===== src/rtl/seg_seq_scroller.sv =====
// seg_seq_scroller: write-loaded digit buffer scrolled across a multiplexed,
// common-anode 7-segment display.
// Optional feature macro: SEG_HEX_EN (codes 10..15 show A,b,C,d,E,F instead of an
// all-lit error pattern).
module seg_seq_scroller #(
  parameter int unsigned AW       = 3,
  parameter int unsigned N_DIG    = 4,
  parameter int unsigned STEP_DIV = 50000000,
  parameter int unsigned SCAN_DIV = 50000
) (
  input  logic             clk,
  input  logic             rst_n,
  input  logic             clr,
  input  logic             wr_en,
  input  logic [4:0]       wr_data,
  output logic             wr_full,
  input  logic             run,
  output logic [6:0]       seg,
  output logic             dpt,
  output logic [N_DIG-1:0] an,
  output logic [AW-1:0]    pos,
  output logic             wrap
);

  localparam int unsigned DEPTH = 2 ** AW;
  localparam int unsigned SW    = $clog2(STEP_DIV);
  localparam int unsigned CW    = $clog2(SCAN_DIV);

  logic [4:0]       mem [DEPTH];
  logic [AW-1:0]    wr_ptr_q, wr_ptr_d;
  logic [AW:0]      len_q, len_d;
  logic [AW-1:0]    base_q, base_d;
  logic [SW-1:0]    step_cnt_q, step_cnt_d;
  logic             wrap_q, wrap_d;
  logic [CW-1:0]    scan_cnt_q, scan_cnt_d;
  logic [AW-1:0]    dig_q, dig_d;
  logic [6:0]       seg_q, seg_d;
  logic             dpt_q, dpt_d;
  logic [N_DIG-1:0] an_q, an_d;

  logic             wr_acc;
  logic             step_hit;
  logic [AW:0]      base_inc;
  logic [AW-1:0]    base_nxt;
  logic [AW:0]      idx_sum;
  logic [AW:0]      idx;
  logic [4:0]       rd_entry;
  logic [7:0]       dec;

  // Active-low segment decode; returns {dpt, seg}
  function automatic logic [7:0] decode(input logic [4:0] e);
    logic [6:0] s;
    logic       err;
    s   = 7'h7F;
    err = 1'b0;
    case (e[3:0])
      4'h0: s = 7'h40;
      4'h1: s = 7'h79;
      4'h2: s = 7'h24;
      4'h3: s = 7'h30;
      4'h4: s = 7'h19;
      4'h5: s = 7'h12;
      4'h6: s = 7'h02;
      4'h7: s = 7'h78;
      4'h8: s = 7'h00;
      4'h9: s = 7'h10;
`ifdef SEG_HEX_EN
      4'hA: s = 7'h08;
      4'hB: s = 7'h03;
      4'hC: s = 7'h46;
      4'hD: s = 7'h21;
      4'hE: s = 7'h06;
      4'hF: s = 7'h0E;
`else
      default: err = 1'b1;
`endif
    endcase
    // An error lights everything, decimal point included
    return err ? 8'h00 : {~e[4], s};
  endfunction

  assign wr_full  = (len_q == {1'b1, {AW{1'b0}}});
  assign wr_acc   = wr_en && !wr_full && !clr;
  assign step_hit = run && (len_q != '0) && (step_cnt_q == SW'(STEP_DIV - 1));
  assign base_inc = {1'b0, base_q} + 1'b1;
  assign base_nxt = (base_inc == len_q) ? '0 : base_q + 1'b1;

  // Buffer write; contents survive reset and clr, len hides stale entries
  always_ff @(posedge clk) begin
    if (rst_n && wr_acc) begin
      mem[wr_ptr_q] <= wr_data;
    end
  end

  // Next-state for buffer bookkeeping and the scroll step
  always_comb begin
    wr_ptr_d   = wr_ptr_q;
    len_d      = len_q;
    base_d     = base_q;
    step_cnt_d = step_cnt_q;
    wrap_d     = 1'b0;
    if (clr) begin
      wr_ptr_d   = '0;
      len_d      = '0;
      base_d     = '0;
      step_cnt_d = '0;
    end else begin
      if (wr_acc) begin
        wr_ptr_d = wr_ptr_q + 1'b1;
        len_d    = len_q + 1'b1;
      end
      // The step sees the pre-write len
      if (run && (len_q != '0)) begin
        if (step_hit) begin
          step_cnt_d = '0;
          base_d     = base_nxt;
          wrap_d     = (base_nxt == '0);
        end else begin
          step_cnt_d = step_cnt_q + 1'b1;
        end
      end
    end
  end

  // Next-state for the free-running scan and the registered display drive
  always_comb begin
    scan_cnt_d = scan_cnt_q + 1'b1;
    dig_d      = dig_q;
    if (scan_cnt_q == CW'(SCAN_DIV - 1)) begin
      scan_cnt_d = '0;
      dig_d      = (dig_q == AW'(N_DIG - 1)) ? '0 : dig_q + 1'b1;
    end
    // base < len and dig < len, so one conditional subtract is a full modulo
    idx_sum  = {1'b0, base_q} + {1'b0, dig_q};
    idx      = (idx_sum >= len_q) ? idx_sum - len_q : idx_sum;
    rd_entry = mem[idx[AW-1:0]];
    dec      = decode(rd_entry);
    an_d     = ~(N_DIG'(1) << dig_q);
    if ({1'b0, dig_q} >= len_q) begin
      seg_d = 7'h7F;
      dpt_d = 1'b1;
    end else begin
      seg_d = dec[6:0];
      dpt_d = dec[7];
    end
  end

  // State registers with synchronous active-low reset
  always_ff @(posedge clk) begin
    if (!rst_n) begin
      wr_ptr_q   <= '0;
      len_q      <= '0;
      base_q     <= '0;
      step_cnt_q <= '0;
      wrap_q     <= 1'b0;
      scan_cnt_q <= '0;
      dig_q      <= '0;
      seg_q      <= 7'h7F;
      dpt_q      <= 1'b1;
      an_q       <= '1;
    end else begin
      wr_ptr_q   <= wr_ptr_d;
      len_q      <= len_d;
      base_q     <= base_d;
      step_cnt_q <= step_cnt_d;
      wrap_q     <= wrap_d;
      scan_cnt_q <= scan_cnt_d;
      dig_q      <= dig_d;
      seg_q      <= seg_d;
      dpt_q      <= dpt_d;
      an_q       <= an_d;
    end
  end

  assign seg  = seg_q;
  assign dpt  = dpt_q;
  assign an   = an_q;
  assign pos  = base_q;
  assign wrap = wrap_q;

endmodule


===== config.mk =====
export PLATFORM = sky130hd
export DESIGN_NAME = seg_seq_scroller
export DESIGN_NICKNAME = d
export VERILOG_FILES = /design/src/rtl/seg_seq_scroller.sv
export SDC_FILE = /design/constraint.sdc
export NUM_CORES = 1
export LEC_CHECK = 0
export ABC_AREA = 1
export BUFFER_PORTS_ARGS = -buffer_cell sky130_fd_sc_hd__buf_2
export CAP_MARGIN = 10
export CORE_MARGIN = 2
export CORE_UTILIZATION = 65
export CTS_BUF_LIST = sky130_fd_sc_hd__clkbuf_8
export CTS_CLUSTER_DIAMETER = 30
export DETAILED_ROUTE_END_ITERATION = 8
export PLACE_DENSITY = 0.94
export SLEW_MARGIN = 40
export SYNTH_ARGS = -nofsm -noshare
export SYNTH_HDL_FRONTEND = slang
export SYNTH_SLANG_ARGS = --single-unit

===== constraint.sdc =====
create_clock -name clk -period 6.96 [get_ports clk]
set_input_delay 0.348 -clock clk [delete_from_list [all_inputs] [get_ports clk]]
set_output_delay 0.348 -clock clk [all_outputs]
set_load 0.01 [all_outputs]

==> out/metrics.yaml, run 1 <==
run_status:
  outcome: "finished, final reports clean"
cts:
  ctsResizeCount: 0
  cts_hold_buffers: 0
  cts_num_sinks: 108
  clk_path_buf_depth: 2
  h-tree-depth: 3
  cts_buffers: 9
  cts_root_buf: "clkbuf_8"
  clkLatencyLatePin_ps: 380
  clk_pin_slew_ps: 100
  post_cts_buffers: 0
  cts_tree: "yes"
cells_and_area:
  finish.instance_area_um2: 5730
  final_net_count: 683
  drive_above_1_share_pct: 11.9
  final_util_pct: 70.8
  area_growth_pct: 7.11
  num-fill-cells: 601
  insertedDiodeCount: 0
sta:
  fin_worst_hold_slack_ps: 230
  final.period_utilization_pct: 48.1
  final-setup-viol-count: 0
  fmax_mhz: 299
  min_period_ps: 3350
  hold_viol_final: 0
  fin_worst_skew_ps: 12.2
  slew_headroom_pct: 53.2
  slew_violations: 0
  finalSetupTns_ps: 0
  grt_setup_unrepaired: "no"
  tightest_slew_ps: 699
die:
  die-height_um: 94.7
  num_io_pins: 27
  die_area_um2: 8980
  dieWidth_um: 94.7
  core-area_um2: 8090
  rows: 33
  start_util_pct: 66.1
critical_path:
  cp-start-kind: "flop"
  r2r_setup_slack_ps: 3610
  critPathBufInv: 2
  r2r-start: "pos[0]"
  critPathSlowestCell: "fa_1"
  required_ps: 7210
  crit_chain: "ha_1 -> fa_1 -> xnor2_1 -> inv_1 -> ha_1 -> nand2_1 -> inv_1 -> nand2_4 -> nand2_8 -> o21ai_2 -> nand3_1 -> nand3_1 -> nand2_4 -> nand2_2 -> nand2_1 -> nand3_1 -> nand2_1"
  cp_max_fo: 11
  path_delay_family: "simple AND/OR/NAND/NOR gates"
  worst_path_largest_cell_delay_ps: 390
  crit_path_end_kind: "flop"
  r2r_cells: 17
  cp.arrival_ps: 3600
  criticalPathCategory: "flop to flop"
  rr_endpoint: "seg[5]"
min_path:
  hp-start: "rst_n"
  hold-path-cell-count: 2
  min_to: "an[0]"
  hold_path_class: "primary input to flop"
pwr:
  p_int_w: 0.000862
  netSwitchingPower_w: 0.000295
  pwr-share-clk_pct: 34.0
  power_leakage_nw: 2.31
  pwr-share-comb_pct: 8.8
  ir_drop_uv: 114
  total_power_w: 0.00116
  power_frac_seq_pct: 57.2
  p_per_area_nw_per_um2: 202
  swShare_pct: 25.5
logic_synthesis:
  synthCells: 624
  yosys.area.top_type_share_pct: 25.4
  synth_edf_count: 40
  synth_area_leader_cell: "dfxtp_1"
  yosys_register_bits: 108
  ys.flop_type: "dfxtp_1"
  synth_area_um2: 5350
  yosysWarnings: 0
  netlist_top_cells_count: "nand2_1, inv_1, nand3_1, dfxtp_1, nor2_1"
  yosysSeqAreaShare_pct: 47.9
  synthTopCellsByArea: "dfxtp_1, edfxtp_1, nand2_1, nand3_1, inv_1"
  avgSynthCellArea_um2: 8.58
  synth_most_common_cell: "nand2_1"
  synth_cell_types: 44
  async_flop_share_pct: 0
  syn_nets: 656
detailed_routing:
  drt-wirelength-per-cell_um: 14.5
  drtAntennaViolNets: 0
  viasPerCell: 5.79
  drtIter0Drc: 272
  wl_um: 11000
  vias: 4407
  drtPass1Iterations: 6
  drcViolationCount: 0
run:
  max_cap_viol_count: 0
global_route:
  grt_max_degree: 20
  grt_pass1_vias: 4194
  grt_overflow: 0
  grt_pass1_wl_um: 18300
  antenna_found_initial: 0
  grtUsageTotal_pct: 26.0
place:
  place_area_um2: 5530
  gp_congestion: 0.946
  hpwl_um: 8270
  io_buffers: 26
## metal layers
metal,track usage (%),share of wire [%],vias up
met1,30.9,40,2036
met3,6.07,7.3,41
met5,0,0,-
met4,13.0,3.6,0
li1,-,-,2128
met2,44.0,49,202
## worst max path at each step
stage / startpoint / endpoint / slack (ps) / cells past startpoint
global route: pos[0] / seg[5] / 3410 / 17
detailed placement: pos[0] / seg[6] / 3670 / 17
floorplan: pos[0] / seg[3] / 4040 / 18
CTS: pos[0] / seg[6] / 3640 / 17
finish: pos[0] / seg[5] / 3610 / 17
global placement: pos[0] / seg[3] / 3820 / 17
## area by class of cell
class	instances	area (um2)	area share, %
Sequential cell	108	2560	44.7
Timing Repair Buffer	26	130	2.27
Clock inverter	7	78.8	1.37
Tap cell	105	131	2.29
Multi-Input combinational cell	417	2370	41.4
Clock buffer	9	124	2.16
Inverter	89	334	5.83
## sequential cells by signal (all words and copies together), names as in the netlist
| name | count |
|---|---|
| wr_ptr_q | 3 |
| scan_cnt_q | 16 |
| wrap | 1 |
| dig_q | 3 |
| dpt | 1 |
| step_cnt_q | 26 |
| an | 4 |
| pos | 3 |
| mem | 40 |
| seg | 7 |
| len_q | 4 |
## cell families after synthesis
family	after synthesis	share of synthesized area (%)
simple gates	302	27.9
flops	108	47.9
buf+inv	99	7.81
compound gates	78	8.58
fa+ha+maj	22	5.42
xor+xnor	15	2.45
## worst reg2reg max path, cell delays in order (launching register included)
cell and delay [ps]:
dfxtp_1 380, ha_1 250, fa_1 390, xnor2_1 330, inv_1 90, ha_1 310
nand2_1 70, inv_1 60, nand2_4 120, nand2_8 100, o21ai_2 380, nand3_1 200
nand3_1 180, nand2_4 90, nand2_2 100, nand2_1 80, nand3_1 70, nand2_1 50
## power by group through the flow
stage | combinational, W | clock (W) | sequential, W
2_1_floorplan | 0.0000786 | 0 | 0.000677
3_3_place_gp | 0.0000935 | 0 | 0.000676
3_5_place_dp | 0.0000993 | 0 | 0.000677
4_1_cts | 0.000100 | 0.000399 | 0.000662
5_1_grt | 0.000113 | 0.000421 | 0.000663
6_report | 0.000102 | 0.000393 | 0.000662
## layout by cell type, fill, tap and decap left out, types with 2 or more instances in the layout
cell	n
nand3_2	6
o211ai_1	2
nand4_1	14
inv_6	3
inv_2	4
edfxtp_1	40
dfxtp_1	68
nand2_1	104
o21ai_0	30
clkbuf_8	9
a21oi_1	28
nor2_1	57
nor2_4	2
o21ai_2	3
nand3b_1	2
buf_2	26
nand3_1	74
xor2_1	9
nor3b_1	4
xnor2_1	6
o21ai_1	2
nand2_4	7
nand2_2	8
ha_1	20
nor4_1	6
o21a_1	5
fa_1	2
nor3_2	2
inv_1	85
a22o_1	2
nor3_1	10
## stage by stage
| step | worst slack [ps] | instances |
|---|---|---|
| after global routing | 3410 | 761 |
| final | 3610 | 761 |
| after global placement | 3820 | 745 |
| after detailed placement | 3670 | 745 |
| after CTS | 3640 | 761 |
| after floorplan | 4040 | 624 |
(Power assumes the default switching activity.)
==> inputs of run 2 (changes only) <==
Settings changed: ABC_AREA 1 to 0, CORE_UTILIZATION 65 to 63, PLACE_DENSITY 0.94 to 0.92.
Clock period 6.96 ns to 3.1 ns, I/O delays scaled along.
==> out/metrics.yaml, run 2 <==
critical_path:
  crit_path_frequent_cell: "mux2i_2"
  crit_chain: "ha_4 -> fa_1 -> inv_2 -> fa_2 -> nand2b_4 -> a211o_1 -> o31a_1 -> buf_12 -> mux2i_2 -> mux2i_2 -> mux2i_2 -> a211oi_2 -> or3_1"
  crit_path_end_kind: "flop"
  cp.depth: 13
  r2r_cells: 13
  cp.arrival_ps: 3630
  critPathSlowestCell: "fa_1"
  required_ps: 3360
  criticalPathCategory: "flop to flop"
  worst_path_largest_cell_delay_ps: 520
  path_delay_family: "adder cells"
  cp-start-kind: "flop"
  cp_max_fo: 17
  critPathBufInv: 2
cells_and_area:
  reg.largest.list: "mem: 40 flops, step_cnt_q: 26 flops, scan_cnt_q: 16 flops"
  layout_commonest_cell: "dfxtp_1"
  final_cell_mix: "dfxtp_1, nor2_1, edfxtp_1, nand2_1, xor2_1"
  num-fill-cells: 477
  finish.instance_area_um2: 5740
  final_cells: 630
  largest_register_ffs: 40
  drive_above_1_share_pct: 19.5
  insertedDiodeCount: 0
  largest-register: "mem"
  area_growth_pct: 16.0
  final_net_count: 555
global_route:
  grt_pass1_wl_um: 16500
  grt_max_degree: 23
  antenna_found_initial: 0
  met1_usage_pct: 29.9
  grt_overflow: 0
  use_met3_pct: 4.88
  met2_usage_pct: 43.9
  grt-busiest-layer: "met2"
  grtUsageTotal_pct: 24.7
  grt_pass1_vias: 3484
sta:
  hold_viol_final: 0
  fin_worst_hold_slack_ps: 50.0
  setup_slack_ps: -272
  tightest_slew_ps: 724
  fin_worst_skew_ps: 9.23
  grt_setup_unrepaired: "yes"
  final-setup-viol-count: 8
  min_period_ps: 3370
  final.period_utilization_pct: 109
  slew_headroom_pct: 51.4
  fmax_mhz: 297
  slew_violations: 0
die:
  die-height_um: 92.6
  die_area_um2: 8570
  num_io_pins: 27
  core-area_um2: 7650
  rows: 32
  dieWidth_um: 92.6
  start_util_pct: 64.6
cts:
  cts_num_sinks: 108
  clk_pin_slew_ps: 100
  cts_tree: "yes"
  clk_path_buf_depth: 2
  cts_buffers: 9
  cts_hold_buffers: 0
  cts_root_buf: "clkbuf_8"
  h-tree-depth: 3
  clkLatencyLatePin_ps: 370
run:
  max_cap_viol_count: 0
logic_synthesis:
  synth_cell_types: 45
  synthTopCellsByArea: "dfxtp_1, edfxtp_1, mux2i_1, xor2_1, ha_1"
  ys.flop_type: "dfxtp_1"
  synth_area_um2: 4940
  synth_edf_count: 40
  yosys_register_bits: 108
  async_flop_share_pct: 0
  yosysWarnings: 0
  yosysSeqAreaShare_pct: 51.8
  syn_nets: 493
  yosys.area.top_type_share_pct: 27.5
  synth_area_leader_cell: "dfxtp_1"
  synth_most_common_cell: "dfxtp_1"
  avgSynthCellArea_um2: 10.7
  netlist_top_cells_count: "dfxtp_1, nor2_1, edfxtp_1, nand2_1, mux2i_1"
  synthCells: 461
detailed_routing:
  viasPerCell: 5.77
  drtAntennaViolNets: 0
  drtIter0Drc: 264
  vias: 3636
  wl_um: 10200
  drtPass1Iterations: 5
  drcViolationCount: 0
  drt-wirelength-per-cell_um: 16.2
min_path:
  hold-path-cell-count: 2
  hold_path_class: "primary input to flop"
pwr:
  ir_drop_uv: 230
  power_leakage_nw: 2.23
  total_power_w: 0.00260
  p_per_area_nw_per_um2: 453
run_status:
  outcome: "finished, violations left"
  violations: "setup timing"
place:
  gp_congestion: 0.821
  io_buffers: 26
  dp.cells: 612
  hpwl_um: 7140
  place_area_um2: 5440
  dp_slack_ps: -279
==> run 2: cell count changes after synthesis, moves of 8 or more <==
| cell | delta |
|---|---|
| inv_1 | -72 |
| nand3_1 | -60 |
| xnor2_1 | +11 |
| nand2b_1 | +10 |
| nand2_2 | -8 |
| mux2i_1 | +36 |
| o21ai_0 | -20 |
| a21oi_1 | -21 |
| xor2_1 | +23 |
| nand2_1 | -67 |
==> run 2: area by class of cell <==
type / count / area (um2) / share of cell area [%]
inverter: 14 / 52.6 / 0.916
timing repair buffer: 60 / 414 / 7.22
clock inverter: 7 / 98.8 / 1.72
clock buffer: 9 / 124 / 2.16
multi-input combinational: 330 / 2350 / 41.0
tap: 102 / 128 / 2.23
sequential: 108 / 2570 / 44.8
==> run 2: worst paths after layout <==
check | endpoint | startpoint | slack (ps)
setup / recovery | seg[5] | pos[0] | -270
hold / removal | an[3] | rst_n | 50
setup reg to reg | seg[5] | pos[0] | -270
hold reg to reg | scan_cnt_q[0] | scan_cnt_q[0] | 480
==> run 2: cell families (layout without fill, tap and decap cells) <==
kind of cell | after synthesis | after routing | synth area share [%]
and+or+nand+nor | 176 | 176 | 16.9
DFF | 108 | 108 | 51.8
xor gates and xnor gates | 49 | 49 | 8.68
muxes | 42 | 42 | 8.78
AOI/OAI and AO/OA | 41 | 41 | 5.69
buffers and inverters | 23 | 90 | 2.20
adders and majority gates | 22 | 22 | 5.87
==> run 2: power breakdown <==
part,internal (W),switching (W),total (W)
combinational,0.0000945,0.000105,0.000200
clock,0.000429,0.000487,0.000917
sequential,0.00148,0.00000689,0.00148
==> run 2: metal layers <==
layer,vias to the layer above,wire length [um],part of all wire [%]
li1,1745,-,-
met1,1755,4360,43
met2,113,5180,51
met3,23,445,4.4
met4,0,216,2.1
met5,-,0,0
==> run 2: per-stage QoR <==
stage          utilization, %  TNS (ps)
2_1_floorplan               -      -635
3_5_place_dp             71.2     -1830
5_1_grt                  75.0     -2680
4_1_cts                  74.8     -1720
6_report                 75.0     -1620
3_3_place_gp             71.2      -418
==> run 2: repair_timing <==
item                                   in CTS  in global routing
setup endpoints to repair                   8                  8
buffers inserted                            2                  0
pin swaps                                   4                  0
endpoints found under the hold margin       0                  0
gates resized for setup                     9                  6
